==> config.mk <==
export PLATFORM = sky130hd
export DESIGN_NAME = w6debug_host
export DESIGN_NICKNAME = d
export VERILOG_FILES = /design/src/rtl/w6debug_host.sv
export SDC_FILE = /design/constraint.sdc
export NUM_CORES = 1
export LEC_CHECK = 0
export CORE_ASPECT_RATIO = 1.2
export CORE_MARGIN = 10
export CORE_UTILIZATION = 60
export CTS_BUF_LIST = sky130_fd_sc_hd__clkbuf_8
export CTS_CLUSTER_DIAMETER = 100
export DETAILED_ROUTE_END_ITERATION = 8
export GPL_TIMING_DRIVEN = 0
export PLACE_DENSITY = 0.82
export RECOVER_POWER = 100
export SLEW_MARGIN = 10
export SYNTH_ARGS = -nofsm -noshare
export SYNTH_HDL_FRONTEND = slang
export SYNTH_SLANG_ARGS = --single-unit
export TNS_END_PERCENT = 10
==> constraint.sdc <==
create_clock -name clk -period 4 [get_ports clk]
set_input_delay 0.6 -clock clk [delete_from_list [all_inputs] [get_ports clk]]
set_output_delay 0.6 -clock clk [all_outputs]
set_load 0.1 [all_outputs]
==> src/rtl/w6debug_host.sv <==
// Host (initiator) end of the w6debug serial link: turns byte write/read requests
// into 8-bit MSB-first transfers clocked by a divided link clock.
module w6debug_host #(
  parameter int CLK_DIV = 32,
  parameter int CNT_W   = 6
) (
  input  logic       clk,
  input  logic       rst,
  input  logic       tx_valid,
  input  logic [7:0] tx_data,
  output logic       tx_ready,
  input  logic       rx_req,
  output logic       rx_valid,
  output logic [7:0] rx_data,
  output logic       busy,
  output logic       dev_rts,
  output logic       link_clk,
  output logic       link_dir,
  output logic       link_dout,
  input  logic       link_din,
  input  logic       link_cts,
  input  logic       link_rts
);

  localparam logic [CNT_W-1:0] RELOAD = CNT_W'(CLK_DIV - 1);

  typedef enum logic [1:0] {IDLE, LOW, HIGH} state_t;

  // Bit 0 = link_din, bit 1 = link_cts, bit 2 = link_rts.
  logic [2:0] async_in;
  logic [2:0] meta_reg;
  logic [2:0] sync_reg;
  logic       din_s;
  logic       cts_s;

  assign async_in = {link_rts, link_cts, link_din};
  assign din_s    = sync_reg[0];
  assign cts_s    = sync_reg[1];
  assign dev_rts  = sync_reg[2];

  genvar gi;
  generate
    for (gi = 0; gi < 3; gi++) begin : g_sync
      always_ff @(posedge clk or negedge rst) begin
        if (!rst) begin
          meta_reg[gi] <= 1'b0;
          sync_reg[gi] <= 1'b0;
        end else begin
          meta_reg[gi] <= async_in[gi];
          sync_reg[gi] <= meta_reg[gi];
        end
      end
    end
  endgenerate

  state_t           state_reg;
  logic [CNT_W-1:0] cnt_reg;
  logic [2:0]       bit_cnt_reg;
  logic [7:0]       shift_reg;
  logic [7:0]       rx_shift_reg;
  logic             op_wr_reg;

  always_ff @(posedge clk or negedge rst) begin
    if (!rst) begin
      state_reg    <= IDLE;
      cnt_reg      <= '0;
      bit_cnt_reg  <= '0;
      shift_reg    <= '0;
      rx_shift_reg <= '0;
      op_wr_reg    <= 1'b0;
      tx_ready     <= 1'b0;
      rx_valid     <= 1'b0;
      rx_data      <= '0;
      busy         <= 1'b0;
      link_clk     <= 1'b0;
      link_dir     <= 1'b1;
      link_dout    <= 1'b0;
    end else begin
      rx_valid <= 1'b0;
      case (state_reg)
        IDLE: begin
          if (tx_valid && tx_ready) begin
            shift_reg   <= tx_data;
            op_wr_reg   <= 1'b1;
            link_dir    <= 1'b1;
            link_dout   <= tx_data[7];
            bit_cnt_reg <= '0;
            cnt_reg     <= RELOAD;
            state_reg   <= LOW;
            busy        <= 1'b1;
            tx_ready    <= 1'b0;
          end else if (rx_req) begin
            op_wr_reg   <= 1'b0;
            link_dir    <= 1'b0;
            bit_cnt_reg <= '0;
            cnt_reg     <= RELOAD;
            state_reg   <= LOW;
            busy        <= 1'b1;
            tx_ready    <= 1'b0;
          end else begin
            tx_ready <= cts_s;
          end
        end
        LOW: begin
          if (cnt_reg == '0) begin
            state_reg <= HIGH;
            link_clk  <= 1'b1;
            cnt_reg   <= RELOAD;
          end else begin
            cnt_reg <= cnt_reg - 1'b1;
          end
        end
        HIGH: begin
          if (cnt_reg == '0) begin
            // Sample/shift on the last HIGH cycle, just before the falling edge.
            if (op_wr_reg) shift_reg <= {shift_reg[6:0], 1'b0};
            else           rx_shift_reg <= {rx_shift_reg[6:0], din_s};
            link_clk <= 1'b0;
            if (bit_cnt_reg == 3'd7) begin
              state_reg <= IDLE;
              busy      <= 1'b0;
              tx_ready  <= cts_s;
              if (!op_wr_reg) begin
                rx_data  <= {rx_shift_reg[6:0], din_s};
                rx_valid <= 1'b1;
              end
            end else begin
              bit_cnt_reg <= bit_cnt_reg + 1'b1;
              state_reg   <= LOW;
              cnt_reg     <= RELOAD;
              if (op_wr_reg) link_dout <= shift_reg[6];
            end
          end else begin
            cnt_reg <= cnt_reg - 1'b1;
          end
        end
        default: state_reg <= IDLE;
      endcase
    end
  end

endmodule
==> flow_metrics.tcl <==
set metrics [dict create \
    p_leak_nw 1.196 \
    multi_input_area_um2 894.6 \
    cts_tree "built" \
    grt_pass1_wl_um 7797 \
    grt_start_max_net_pins 34 \
    clk_path_buf_depth 2 \
    fin_util_pct 74.61 \
    ys.flop_type "dfrtp_1" \
    ir_drop_mv 0.3827 \
    nFillCells 257 \
    synth_xor_area_share_pct 0 \
    layout_commonest_cell "dfrtp_1" \
    vias 1576 \
    worstSkewPairLatency_ns 0.30 \
    switchingPower_uw 472.5 \
    grt_pass1_vias 1652 \
    ff2ff_setup_slack_ns 1.14 \
    synth_cells 178 \
    postCtsHoldBufs 0 \
    worstPathArrival_ns 3.05 \
    synth_area_um2 2183 \
    yosys.area_share.simple_pct 12.09 \
    ys_warn_count 0 \
    power_density_nw_per_um2 530.1 \
    pin_count 30 \
    fin_nets 237 \
    ys_ff_latch 46 \
    gp_congestion 0.8327 \
    antenna_found_initial 0 \
    combPwrFrac_pct 30.7 \
    seq_area_frac_synth_pct 52.78 \
    fp-row-count 23 \
    p_int_uw 881.8 \
    final_cell_mix "dfrtp_1 (45), mux2_2 (19), dlygate4sd3_1 (19)" \
    hold_path_class "in2async" \
    finalWirelength_um 4536 \
    ff2ff_path_depth 6 \
    post_synth.cell_area_avg_um2 12.27 \
    largest_reg_flops 8 \
    hold_violations 0 \
    floorplan.initialDensity_pct 63.76 \
    end_kind "flop" \
    crit_required_ns 4.19 \
    status "finished with violations" \
    h-tree-depth 2 \
    regArea_um2 1152 \
    synth.distinct_cells 46 \
    finalSetupTns_ns 0 \
    synth-compound-area-share_pct 11.52 \
    synth-async-reset-ratio_pct 100.0 \
    post-place-ws_ns 1.620 \
    cts_resized 0 \
    drive_gt1_share_pct 16.67 \
    root_buffer "clkbuf_8" \
    drv_cap 1 \
    cts_sinks 46 \
    tightest_slew_ns 1.687 \
    gr-total-overflow 0 \
    ant_nets 0 \
    setup_violations 0 \
    fin_skew_ns 0.007001 \
    finalWorstSetupSlack_ns 1.136 \
    drt-initial-drc-count 219 \
    die_w_um 75.07 \
    wl_per_cell_um 17.93 \
    dp_hpwl_um 3394 \
    synthMuxAreaShare_pct 16.28 \
    reg2reg_to "shift_reg[5]" \
    track_usage_pct 15.19 \
    critPathLaunchType "flop" \
    switching_share_pct 34.89 \
    relSlewSlack_pct -12.44 \
    path_clk_slew_ns 0.09 \
    pwr-share-seq_pct 44.2 \
    rsz0062_at_grt "false" \
    drcViolationCount 0 \
    core-area_um2 3425 \
    synth_top_family_by_area "multiplexers" \
    timing.fmax_ghz 0.3492 \
    antenna_cells 0 \
    numPortBuffers 29 \
    crit_path_max_fanout 7 \
    pwr-share-clk_pct 25.1 \
    die_h_um 86.08 \
    synth_fa_ha_area_share_pct 4.011 \
    viasPerCell 6.229 \
    syn2layout_area_growth_pct 17.02 \
    r2r-start "cnt_reg[0]" \
    first_pass_iters 4 \
    post_cts_buffers 0 \
    path_class "reg2reg" \
    fin_crit_ns 2.864 \
    die-area_um2 6462 \
    fin_crit_sh_pct 71.60 \
    violations "capacitance limit, slew limit" \
    drv_slew 34 \
    numCtsBuffers 5 \
    synth-edff-count 0 \
    synth_nets 200 \
]
-- per-layer routing --
layer  global-route usage [%]  share of wire [%]  up-vias  routed length [µm]
li1                         -                  -      719                   -
met1                    17.56                 41      793                1857
met2                    24.61                 50       53                2255
met3                    5.767                7.3       11                 333
met4                    5.690                2.0        0                  90
met5                        0                  0        -                   0
-- cell usage after synthesis, types with 2 or more instances --
| master | instances | area [µm²] |
|---|---|---|
| nor3_1 | 2 | 10.01 |
| dfrtp_1 | 45 | 1126 |
| a21oi_1 | 8 | 40.04 |
| nor2_1 | 7 | 26.28 |
| nor2b_1 | 2 | 12.51 |
| buf_6 | 2 | 22.52 |
| clkbuf_1 | 3 | 11.26 |
| ha_1 | 7 | 87.58 |
| a21o_1 | 2 | 15.01 |
| nand4_1 | 2 | 12.51 |
| nand3_1 | 2 | 10.01 |
| a41oi_1 | 2 | 17.52 |
| nand2b_1 | 2 | 12.51 |
| a31oi_1 | 5 | 31.28 |
| mux2_4 | 8 | 120.1 |
| inv_1 | 9 | 33.78 |
| o221a_2 | 2 | 22.52 |
| o21ai_0 | 6 | 30.03 |
| nand2_1 | 15 | 56.30 |
| a22o_1 | 2 | 17.52 |
| mux2_2 | 20 | 225.2 |
-- cell type report --
type / instances / share of cell area, %
flip-flops and latches: 46 / 45.10
multi-input cells: 117 / 35.01
repair buffers: 30 / 11.26
clock buffers: 5 / 2.693
well taps: 37 / 1.812
clock inverters: 3 / 1.616
inverters: 9 / 1.322
plain buffers: 6 / 1.175
-- power by group through the flow --
stage | clock network, mW | logic, mW | registers [mW]
after floorplan | 0 | 0.240 | 0.677
after global placement | 0 | 0.406 | 0.605
after detailed placement | 0 | 0.430 | 0.611
after CTS | 0.342 | 0.434 | 0.603
after global routing | 0.361 | 0.462 | 0.610
final | 0.340 | 0.416 | 0.599
-- how the worst max path moves through the flow --
stage,start,endpoint,cells after the start
2_1_floorplan,tx_ready,cnt_reg[3],4
3_3_place_gp,rst,shift_reg[2],1
3_5_place_dp,tx_valid,cnt_reg[3],5
4_1_cts,link_dir,link_dir,1
5_1_grt,cnt_reg[0],shift_reg[5],6
6_report,cnt_reg[0],shift_reg[5],6
-- cell families (layout without fill, tap and decap cells) --
kind of cell,Yosys count,in the layout
muxes,29,29
buffers and inverters,15,53
adders and majority gates,7,7
and+or+nand+nor,45,45
AOI/OAI and AO/OA,36,36
DFF,46,46
-- critical path: stages (launching register included) --
cell	delay [ns]
dfrtp_1	0.40
inv_1	0.09
ha_1	0.21
nor3b_1	0.56
nand4_1	0.21
a21boi_0	0.87
mux2_2	0.42
-- stage by stage --
stage                     power [mW]  hold WS [ns]  cell area, µm²  std cells
after detailed placement       1.041        0.3347            2535        245
after floorplan               0.9169        0.3044            2183        178
after global placement         1.011        0.3336            2520        244
after global routing           1.433        0.3545            2555        253
final                          1.354        0.3331            2555        253
after CTS                      1.379        0.1989            2645        253
No activity file was read; power rests on OpenSTA's default activity.
